`config.mk`:
```
export PLATFORM = sky130hd
export DESIGN_NAME = axil_ram_bist
export DESIGN_NICKNAME = d
export VERILOG_FILES = /design/src/rtl/axil_pkg.sv /design/src/rtl/axil_ram_bist.sv
export SDC_FILE = /design/constraint.sdc
export NUM_CORES = 1
export LEC_CHECK = 0
export ABC_AREA = 0
export BUFFER_PORTS_ARGS = -buffer_cell sky130_fd_sc_hd__buf_2
export CAP_MARGIN = 10
export CELL_PAD_IN_SITES_DETAIL_PLACEMENT = 2
export CELL_PAD_IN_SITES_GLOBAL_PLACEMENT = 2
export CORE_ASPECT_RATIO = 1.4
export CORE_MARGIN = 3
export CORE_UTILIZATION = 26
export CTS_BUF_LIST = sky130_fd_sc_hd__clkbuf_8
export DETAILED_ROUTE_END_ITERATION = 7
export HOLD_SLACK_MARGIN = 0.03
export PLACE_DENSITY = 0.82
export SETUP_SLACK_MARGIN = 0.1
export SYNTH_ARGS = -nofsm -noshare
export SYNTH_HDL_FRONTEND = slang
export SYNTH_SLANG_ARGS = --single-unit
```
`constraint.sdc`:
```
create_clock -name clk -period 2.2 [get_ports clk]
set_clock_uncertainty 0.2 [all_clocks]
set_input_delay 0.22 -clock clk [delete_from_list [all_inputs] [get_ports clk]]
set_output_delay 0.22 -clock clk [all_outputs]
set_load 0.005 [all_outputs]
```
`src/rtl/axil_pkg.sv`:
```
// Shared AXI4-Lite response codes and the BIST sequencer state encoding.
package axil_pkg;

    localparam logic [1:0] AXI_RESP_OKAY   = 2'b00;
    localparam logic [1:0] AXI_RESP_EXOKAY = 2'b01;
    localparam logic [1:0] AXI_RESP_SLVERR = 2'b10;
    localparam logic [1:0] AXI_RESP_DECERR = 2'b11;

    typedef enum logic [2:0] {
        ST_IDLE,
        ST_WR_REQ,
        ST_WR_RESP,
        ST_RD_REQ,
        ST_RD_RESP,
        ST_FINISH
    } bist_state_t;

endpackage

```
`src/rtl/axil_ram_bist.sv`:
```
// AXI4-Lite master that fills a RAM window with seed^index and optionally
// reads it back, counting bad responses and data miscompares.
module axil_ram_bist
    import axil_pkg::*;
#(
    parameter int DATA_WIDTH = 32,
    parameter int ADDR_WIDTH = 16,
    parameter int STRB_WIDTH = DATA_WIDTH / 8,
    parameter int BASE_ADDR  = 0,
    parameter int WORD_COUNT = 2 ** (ADDR_WIDTH - $clog2(STRB_WIDTH))
) (
    input  logic                  clk,
    input  logic                  rst,
    input  logic                  start,
    input  logic                  mode,
    input  logic [DATA_WIDTH-1:0] seed,
    output logic                  busy,
    output logic                  done,
    output logic                  pass,
    output logic [15:0]           err_count,
    output logic [ADDR_WIDTH-1:0] m_axil_awaddr,
    output logic                  m_axil_awvalid,
    input  logic                  m_axil_awready,
    output logic [DATA_WIDTH-1:0] m_axil_wdata,
    output logic [STRB_WIDTH-1:0] m_axil_wstrb,
    output logic                  m_axil_wvalid,
    input  logic                  m_axil_wready,
    input  logic [1:0]            m_axil_bresp,
    input  logic                  m_axil_bvalid,
    output logic                  m_axil_bready,
    output logic [ADDR_WIDTH-1:0] m_axil_araddr,
    output logic                  m_axil_arvalid,
    input  logic                  m_axil_arready,
    input  logic [DATA_WIDTH-1:0] m_axil_rdata,
    input  logic [1:0]            m_axil_rresp,
    input  logic                  m_axil_rvalid,
    output logic                  m_axil_rready
);

    localparam int CW = $clog2(WORD_COUNT + 1);
    localparam logic [CW-1:0] LAST_IDX = CW'(WORD_COUNT - 1);

    bist_state_t           r_state;
    logic                  r_mode;
    logic [DATA_WIDTH-1:0] r_seed;
    logic [CW-1:0]         r_idx;
    logic                  r_awvalid, r_wvalid, r_aw_done, r_w_done;
    logic                  r_bready, r_arvalid, r_rready;
    logic                  r_busy, r_done, r_pass;
    logic [15:0]           r_err;

    logic [ADDR_WIDTH-1:0] w_addr;
    logic [DATA_WIDTH-1:0] w_pattern;
    logic                  w_bhit, w_rhit, w_err_inc, w_last, w_aw_ok, w_w_ok;
    logic [15:0]           w_err_next;

    // Address and pattern derive from the registered index, so they stay stable while valid.
    assign w_addr    = ADDR_WIDTH'(BASE_ADDR) + ADDR_WIDTH'(r_idx) * ADDR_WIDTH'(STRB_WIDTH);
    assign w_pattern = r_seed ^ DATA_WIDTH'(r_idx);
    assign w_bhit    = m_axil_bvalid && r_bready;
    assign w_rhit    = m_axil_rvalid && r_rready;
    assign w_err_inc = (w_bhit && (m_axil_bresp != AXI_RESP_OKAY)) ||
                       (w_rhit && ((m_axil_rresp != AXI_RESP_OKAY) || (m_axil_rdata != w_pattern)));
    assign w_err_next = (w_err_inc && (r_err != 16'hFFFF)) ? r_err + 16'd1 : r_err;
    assign w_last    = (r_idx == LAST_IDX);
    assign w_aw_ok   = r_aw_done || (r_awvalid && m_axil_awready);
    assign w_w_ok    = r_w_done  || (r_wvalid  && m_axil_wready);

    always_ff @(posedge clk) begin
        if (rst) begin
            r_state   <= ST_IDLE;
            r_mode    <= 1'b0;
            r_seed    <= '0;
            r_idx     <= '0;
            r_awvalid <= 1'b0;
            r_wvalid  <= 1'b0;
            r_aw_done <= 1'b0;
            r_w_done  <= 1'b0;
            r_bready  <= 1'b0;
            r_arvalid <= 1'b0;
            r_rready  <= 1'b0;
            r_busy    <= 1'b0;
            r_done    <= 1'b0;
            r_pass    <= 1'b0;
            r_err     <= '0;
        end else begin
            r_done <= 1'b0;
            r_err  <= w_err_next;
            case (r_state)
                ST_IDLE: begin
                    if (start) begin
                        r_state   <= ST_WR_REQ;
                        r_mode    <= mode;
                        r_seed    <= seed;
                        r_idx     <= '0;
                        r_awvalid <= 1'b1;
                        r_wvalid  <= 1'b1;
                        r_aw_done <= 1'b0;
                        r_w_done  <= 1'b0;
                        r_busy    <= 1'b1;
                        r_pass    <= 1'b0;
                        r_err     <= '0;
                    end
                end
                ST_WR_REQ: begin
                    // AW and W retire independently; the response phase waits for both.
                    if (r_awvalid && m_axil_awready) begin
                        r_awvalid <= 1'b0;
                        r_aw_done <= 1'b1;
                    end
                    if (r_wvalid && m_axil_wready) begin
                        r_wvalid <= 1'b0;
                        r_w_done <= 1'b1;
                    end
                    if (w_aw_ok && w_w_ok) begin
                        r_state  <= ST_WR_RESP;
                        r_bready <= 1'b1;
                    end
                end
                ST_WR_RESP: begin
                    if (w_bhit) begin
                        r_bready <= 1'b0;
                        if (!w_last) begin
                            r_idx     <= r_idx + 1'b1;
                            r_state   <= ST_WR_REQ;
                            r_awvalid <= 1'b1;
                            r_wvalid  <= 1'b1;
                            r_aw_done <= 1'b0;
                            r_w_done  <= 1'b0;
                        end else if (r_mode) begin
                            r_idx     <= '0;
                            r_state   <= ST_RD_REQ;
                            r_arvalid <= 1'b1;
                        end else begin
                            r_state <= ST_FINISH;
                            r_done  <= 1'b1;
                            r_busy  <= 1'b0;
                            r_pass  <= (w_err_next == 16'd0);
                        end
                    end
                end
                ST_RD_REQ: begin
                    if (r_arvalid && m_axil_arready) begin
                        r_arvalid <= 1'b0;
                        r_rready  <= 1'b1;
                        r_state   <= ST_RD_RESP;
                    end
                end
                ST_RD_RESP: begin
                    if (w_rhit) begin
                        r_rready <= 1'b0;
                        if (!w_last) begin
                            r_idx     <= r_idx + 1'b1;
                            r_state   <= ST_RD_REQ;
                            r_arvalid <= 1'b1;
                        end else begin
                            r_state <= ST_FINISH;
                            r_done  <= 1'b1;
                            r_busy  <= 1'b0;
                            r_pass  <= (w_err_next == 16'd0);
                        end
                    end
                end
                ST_FINISH: r_state <= ST_IDLE;
                default:   r_state <= ST_IDLE;
            endcase
        end
    end

    assign busy           = r_busy;
    assign done           = r_done;
    assign pass           = r_pass;
    assign err_count      = r_err;
    assign m_axil_awaddr  = r_awvalid ? w_addr : '0;
    assign m_axil_awvalid = r_awvalid;
    assign m_axil_wdata   = r_wvalid ? w_pattern : '0;
    assign m_axil_wstrb   = r_wvalid ? {STRB_WIDTH{1'b1}} : '0;
    assign m_axil_wvalid  = r_wvalid;
    assign m_axil_bready  = r_bready;
    assign m_axil_araddr  = r_arvalid ? w_addr : '0;
    assign m_axil_arvalid = r_arvalid;
    assign m_axil_rready  = r_rready;

endmodule

```
==> flow_metrics.py, run 1 <==
metrics = {
    "timing": {
        "fin_crit_ns": 2.82,
        "worst_pin_slew_ns": 0.468,
        "finalSetupViolations": 41,
        "fmax_mhz": 354,
        "finalHoldViolCount": 0,
        "rsz0062_at_grt": "yes",
        "slew_violations": 0,
        "relSlewSlack_pct": 68.0,
        "whs_ns": 0.0846,
        "fin_crit_sh_pct": 128,
        "fin_ws_ns": -0.622,
    },
    "die": {
        "core_area_sq_um": 17500,
        "dieHeight_um": 165,
        "start_util_pct": 26.8,
        "rows": 57,
        "dieArea_sq_um": 19800,
        "io_pins": 169,
        "die_w_um": 120,
    },
    "synthesis": {
        "yosys.area_share.simple_pct": 32.1,
        "yosysWarnings": 0,
        "synth_top_area_share_pct": 32.7,
        "synth_area_leaders": "dfxtp_1 33%, and2_1 8.4%, nand2_1 7.8%",
        "synth_mux_area_share_pct": 1.09,
        "ys.flop_type": "dfxtp_1",
        "synth_edf_count": 0,
        "yosys-top-cells-count": "98 x nand2_1, 77 x dfxtp_1, 63 x and2_1",
        "syn_area_per_cell_sq_um": 7.97,
        "async_flop_share_pct": 0,
        "ys_seq_elements": 77,
        "netlist-cell-type-count": 58,
        "synth_compound_area_share_pct": 10.6,
        "synthAdderAreaFrac_pct": 0.531,
        "post-synth-top-count-cell": "nand2_1",
        "synth_top_family_by_area": "simple AND/OR/NAND/NOR gates",
        "yosysTopAreaCell": "dfxtp_1",
        "syn_area_sq_um": 4710,
        "synthCells": 591,
        "synth_xor_area_share_pct": 17.6,
        "synth-seq-area-share_pct": 32.7,
    },
    "cells_and_area": {
        "regArea_sq_um": 1580,
        "nFillCells": 1933,
        "area_growth_pct": 68.0,
        "final_cell_count_no_fill": 1131,
        "fin_nets": 966,
        "multiInputGateArea_sq_um": 3530,
        "final_core_util_pct": 45.1,
        "drive_above_1_share_pct": 48.6,
    },
    "routing": {
        "wl_um": 29100,
        "drc": 0,
        "wl_met3_um": 1130,
        "drt_iter0_drc": 237,
        "vias_per_cell": 5.07,
        "final_antenna_net_count": 0,
        "num_vias": 5739,
        "wl_met1_um": 9920,
        "wl_met2_um": 16100,
        "wl_per_cell_um": 25.7,
        "drt-pass1-iter-count": 4,
        "top_layer_used": "met4",
    },
    "global_route": {
        "grtUsageTotal_pct": 25.9,
        "grt_pass1_wl_um": 39000,
        "grt_antenna_before_repair": 4,
        "grt_pass1_vias": 6431,
        "grt_max_degree": 40,
        "grt-ovfl-total": 0,
    },
    "worst_setup_path": {
        "crit_fanout": 5,
        "critPathRequiredTime_ns": 2.28,
        "crit_start": "r_idx[5]",
        "cp-end-kind": "register",
        "cp.arrival_ns": 2.90,
        "max_stage_delay_ns": 0.36,
        "path_buf_inv": 2,
        "timing.rr.start": "r_idx[5]",
        "worstPathCellList": "buf_4, xnor3_1, nand4_1, nor3_2, nand4_1, buf_2, nand3_1, xor2_1, o2111ai_1, o31ai_1",
        "crit_top_cell": "nand4_1",
        "crit_type": "register to register",
        "critPathSlowestCell": "dfxtp_4",
        "crit_family": "simple AND/OR/NAND/NOR gates",
        "cp-start-kind": "register",
    },
    "cts": {
        "clockBufferDepth": 2,
        "clkTransAtPathRegs_ns": 0.10,
        "cts_inserted_buffers": 9,
        "root_buffer": "clkbuf_8",
        "insertion_delay_ns": 0.39,
        "cts_tree": "done",
        "cts-htree-levels": 3,
        "clock-sinks": 77,
    },
    "power_and_ir_drop": {
        "power_density_nw_per_um2": 513,
        "leakage_nw": 3.57,
        "total_power_mw": 4.06,
        "ir_worst_vdd_uv": 299,
    },
    "placed_design": {
        "gp_congestion": 0.796,
        "portBuffers": 164,
        "hpwl_um": 16600,
        "place_ws_ns": -0.491,
        "dpl.cell_count": 1059,
    },
    "worst_hold_path": {
        "hp-class": "input port to register",
        "holdCritStartpoint": "m_axil_rvalid",
    },
    "job": {
        "cap_violations": 0,
    },
    "run_status": {
        "status": "complete, but fails checks",
        "violations": "setup timing",
    },
}
-- registers in the layout (all words and copies together), names as in the netlist --
signal and flops:
m_axil_arvalid 1, r_w_done 1, r_state 3, m_axil_bready 1, pass 1, m_axil_wvalid 1
r_aw_done 1, r_idx 15, m_axil_awvalid 1, err_count 16, r_mode 1, r_seed 32
m_axil_rready 1, done 1, busy 1
-- routing by layer --
metal | vias to the layer above | GRT usage (%)
met4 | 0 | 14.3
met5 | - | 0
met3 | 89 | 3.82
met2 | 230 | 51.2
met1 | 2867 | 25.7
li1 | 2553 | -
-- worst reg2reg max path, cell delays in order (launching register included) --
cell and delay, ns:
dfxtp_4 0.36, buf_4 0.15, xnor3_1 0.32, nand4_1 0.14, nor3_2 0.23, nand4_1 0.24
buf_2 0.25, nand3_1 0.10, xor2_1 0.23, o2111ai_1 0.23, o31ai_1 0.27
-- final timing paths --
| kind | slack, ns | cells after the start | end |
|---|---|---|---|
| worst max-delay path | -0.62 | 10 | pass |
| worst max register to register | -0.62 | 10 | pass |
| worst min-delay path | 0.08 | 4 | r_state[2] |
| worst min register to register | 0.29 | 2 | r_seed[31] |
-- cells in the final DEF (no fill, tap or decap), types with 6 or more instances in the layout --
cell and count:
buf_2 165, buf_4 107, nand2_1 89, and2_1 63
dfxtp_1 51, a21oi_1 40, nor2_1 39, dlygate4sd3_1 35
xor2_1 26, dfxtp_2 22, xnor2_1 20, nor2_4 17
nand3_1 14, nand4_1 14, buf_6 13, xnor3_1 12
xor2_2 11, clkbuf_8 11, a21oi_2 6
-- logic make-up after synthesis --
family	Yosys count
AND/OR/NAND/NOR	301
buffers and inverters	48
XOR/XNOR	76
flip-flops	77
AO/OA/AOI/OAI	81
multiplexers	5
other	1
adder cells (fa/ha/maj)	2
-- through the flow --
| step | setup TNS (ns) | instance area, sq um |
|---|---|---|
| 2_1_floorplan | -0.304 | 4820 |
| 3_3_place_gp | -7.48 | 6520 |
| 3_5_place_dp | -10.54 | 6520 |
| 4_1_cts | -7.08 | 7490 |
| 5_1_grt | -17.14 | 7910 |
| 6_report | -14.98 | 7910 |
-- report_power, final --
part	switching [mW]	internal, mW	total (mW)	leakage [nW]
registers	0.0807	1.47	1.55	0.639
clock network	0.619	0.809	1.43	0.125
logic	0.610	0.478	1.09	2.80
total	1.31	2.75	4.06	3.57
-- what timing repair did --
action | 4_1_cts | 5_1_grt
setup endpoints to repair | 53 | 58
pin swaps | 42 | 34
hold buffers | 35 | 0
endpoints found under the hold margin | 37 | 0
setup buffers | 11 | 7
gates resized for setup | 72 | 77
cloned | 1 | 1
-- cell type report --
class,instances,share of cell area [%]
tap,236,3.73
timing repair buffer,325,28.1
sequential,77,20.0
inverter,5,0.237
antenna,4,0.126
multi-input combinational,469,44.6
clock buffer,11,1.91
clock inverter,4,1.20
No activity file was read; power rests on OpenSTA's default activity.
==> inputs of run 2 (changes only) <==
--- a/config.mk
+++ b/config.mk
@@ -18,6 +18,7 @@
 export HOLD_SLACK_MARGIN = 0.03
 export PLACE_DENSITY = 0.82
 export SETUP_SLACK_MARGIN = 0.1
+export SKIP_LAST_GASP = 1
 export SYNTH_ARGS = -nofsm -noshare
 export SYNTH_HDL_FRONTEND = slang
 export SYNTH_SLANG_ARGS = --single-unit
==> run 2 against run 1 <==
  * The flow still finishes with violations (setup timing)
  * Cell count hardly changed
  * Sequential power about the same
  * Hold slack got worse by 0.012 ns
  * Largest power group unchanged
==> flow_metrics.py, run 2 (synthesis gave the netlist of run 1 again) <==
metrics = {
    "cells_and_area": {
        "largest_reg_flops": 32,
        "regMostFlops": "r_seed",
        "final_cell_count_no_fill": 1132,
        "drive_above_1_share_pct": 47.4,
        "final_area_sq_um": 7800,
        "area_growth_pct": 65.7,
        "layout_commonest_cell": "buf_2",
        "final_cell_mix": "164 x buf_2, 112 x buf_4, 93 x nand2_1",
        "nFillCells": 1961,
        "fin_nets": 966,
        "final_core_util_pct": 44.5,
    },
    "routing": {
        "vias_per_cell": 5.20,
        "drt_iter0_drc": 286,
        "drt-pass1-iter-count": 5,
        "final_antenna_net_count": 0,
        "wl_um": 29600,
        "num_vias": 5882,
        "drc": 0,
        "wl_per_cell_um": 26.1,
    },
    "run_status": {
        "violations": "setup timing",
        "status": "complete, but fails checks",
    },
    "worst_setup_path": {
        "critPathRequiredTime_ns": 2.30,
        "crit_type": "register to register",
        "cp.arrival_ns": 2.88,
        "cp-end-kind": "register",
        "crit_fanout": 6,
        "cp-start-kind": "register",
        "r2r_slack_ns": -0.59,
    },
    "job": {
        "cap_violations": 0,
    },
    "timing": {
        "finalSetupViolations": 41,
        "fin_crit_ns": 2.79,
        "slew_violations": 0,
        "fin_crit_sh_pct": 127,
        "fin_ws_ns": -0.590,
        "rsz0062_at_grt": "yes",
        "setup-tns-final_ns": -13.62,
        "worst_pin_slew_ns": 0.465,
        "whs_ns": 0.0725,
        "fmax_mhz": 358,
        "relSlewSlack_pct": 68.2,
        "finalHoldViolCount": 0,
    },
    "die": {
        "core_area_sq_um": 17500,
        "dieHeight_um": 165,
        "rows": 57,
        "io_pins": 169,
        "die_w_um": 120,
        "start_util_pct": 26.8,
        "dieArea_sq_um": 19800,
    },
    "cts": {
        "cts_tree": "done",
        "clkTransAtPathRegs_ns": 0.10,
        "root_buffer": "clkbuf_8",
        "insertion_delay_ns": 0.40,
        "cts_inserted_buffers": 9,
        "clock-sinks": 77,
        "cts-htree-levels": 3,
        "clockBufferDepth": 2,
    },
    "placed_design": {
        "placed_cell_area_sq_um": 6520,
        "place_ws_ns": -0.491,
        "hpwl_um": 16600,
        "portBuffers": 164,
        "dpl.cell_count": 1059,
        "gp_congestion": 0.796,
    },
    "power_and_ir_drop": {
        "leakage_nw": 3.55,
        "power_density_nw_per_um2": 526,
        "ir_worst_vdd_uv": 338,
        "total_power_mw": 4.10,
    },
    "global_route": {
        "grt-ovfl-total": 0,
        "grtUsageTotal_pct": 26.0,
        "grt_antenna_before_repair": 5,
        "grt_pass1_wl_um": 39000,
        "grt_max_degree": 40,
        "grt_pass1_vias": 6517,
    },
    "worst_hold_path": {
        "hp-class": "input port to register",
    },
}
[run 2: cell count changes in the layout (fill, tap and decap cells not counted), sizes merged]
cell	change
diode	+1
[run 2: area by class of cell]
cell class,instances,area (sq um),area share [%]
diodes,5,12.5,0.160
clock buffers,11,151,1.94
clock inverters,4,95.1,1.22
inverters,5,18.8,0.240
multi-input cells,469,3450,44.2
flip-flops and latches,77,1580,20.2
well taps,236,295,3.78
repair buffers,325,2210,28.3
[run 2: power breakdown]
group / total, mW / internal [mW] / leakage, nW / switching, mW
Clock: 1.47 / 0.810 / 0.125 / 0.661
Sequential: 1.55 / 1.47 / 0.638 / 0.0831
Combinational: 1.08 / 0.470 / 2.79 / 0.612
[run 2: per-layer routing]
layer	wire, um	vias to the layer above	global-route usage (%)
met5	0	-	0
met4	1370	0	13.2
met3	1220	86	4.05
met2	16400	245	51.2
met1	10600	2994	26.1
li1	-	2557	-
[run 2: worst max-delay path: stages (launching register included)]
cell,delay (ns)
dfxtp_2,0.39
xor2_1,0.35
xor2_1,0.16
nor4_1,0.25
nand4_1,0.24
buf_6,0.23
a211oi_2,0.22
a31o_1,0.19
o2111ai_1,0.16
o31ai_1,0.29
[run 2: worst paths after layout]
kind | to | depth (start not counted) | startpoint
max reg2reg | pass | 9 | r_idx[4]
min reg2reg | r_seed[25] | 2 | r_seed[25]
max | pass | 9 | r_idx[4]
min | r_seed[7] | 2 | rst
[run 2: timing repair]
action                     CTS  global route
setup buffers               11             8
setup endpoints to repair   53            60
pin swaps                   42            30
cloned                       1             1
hold buffers                35             0
gates resized for setup     62            65
hold endpoints to repair    37             0
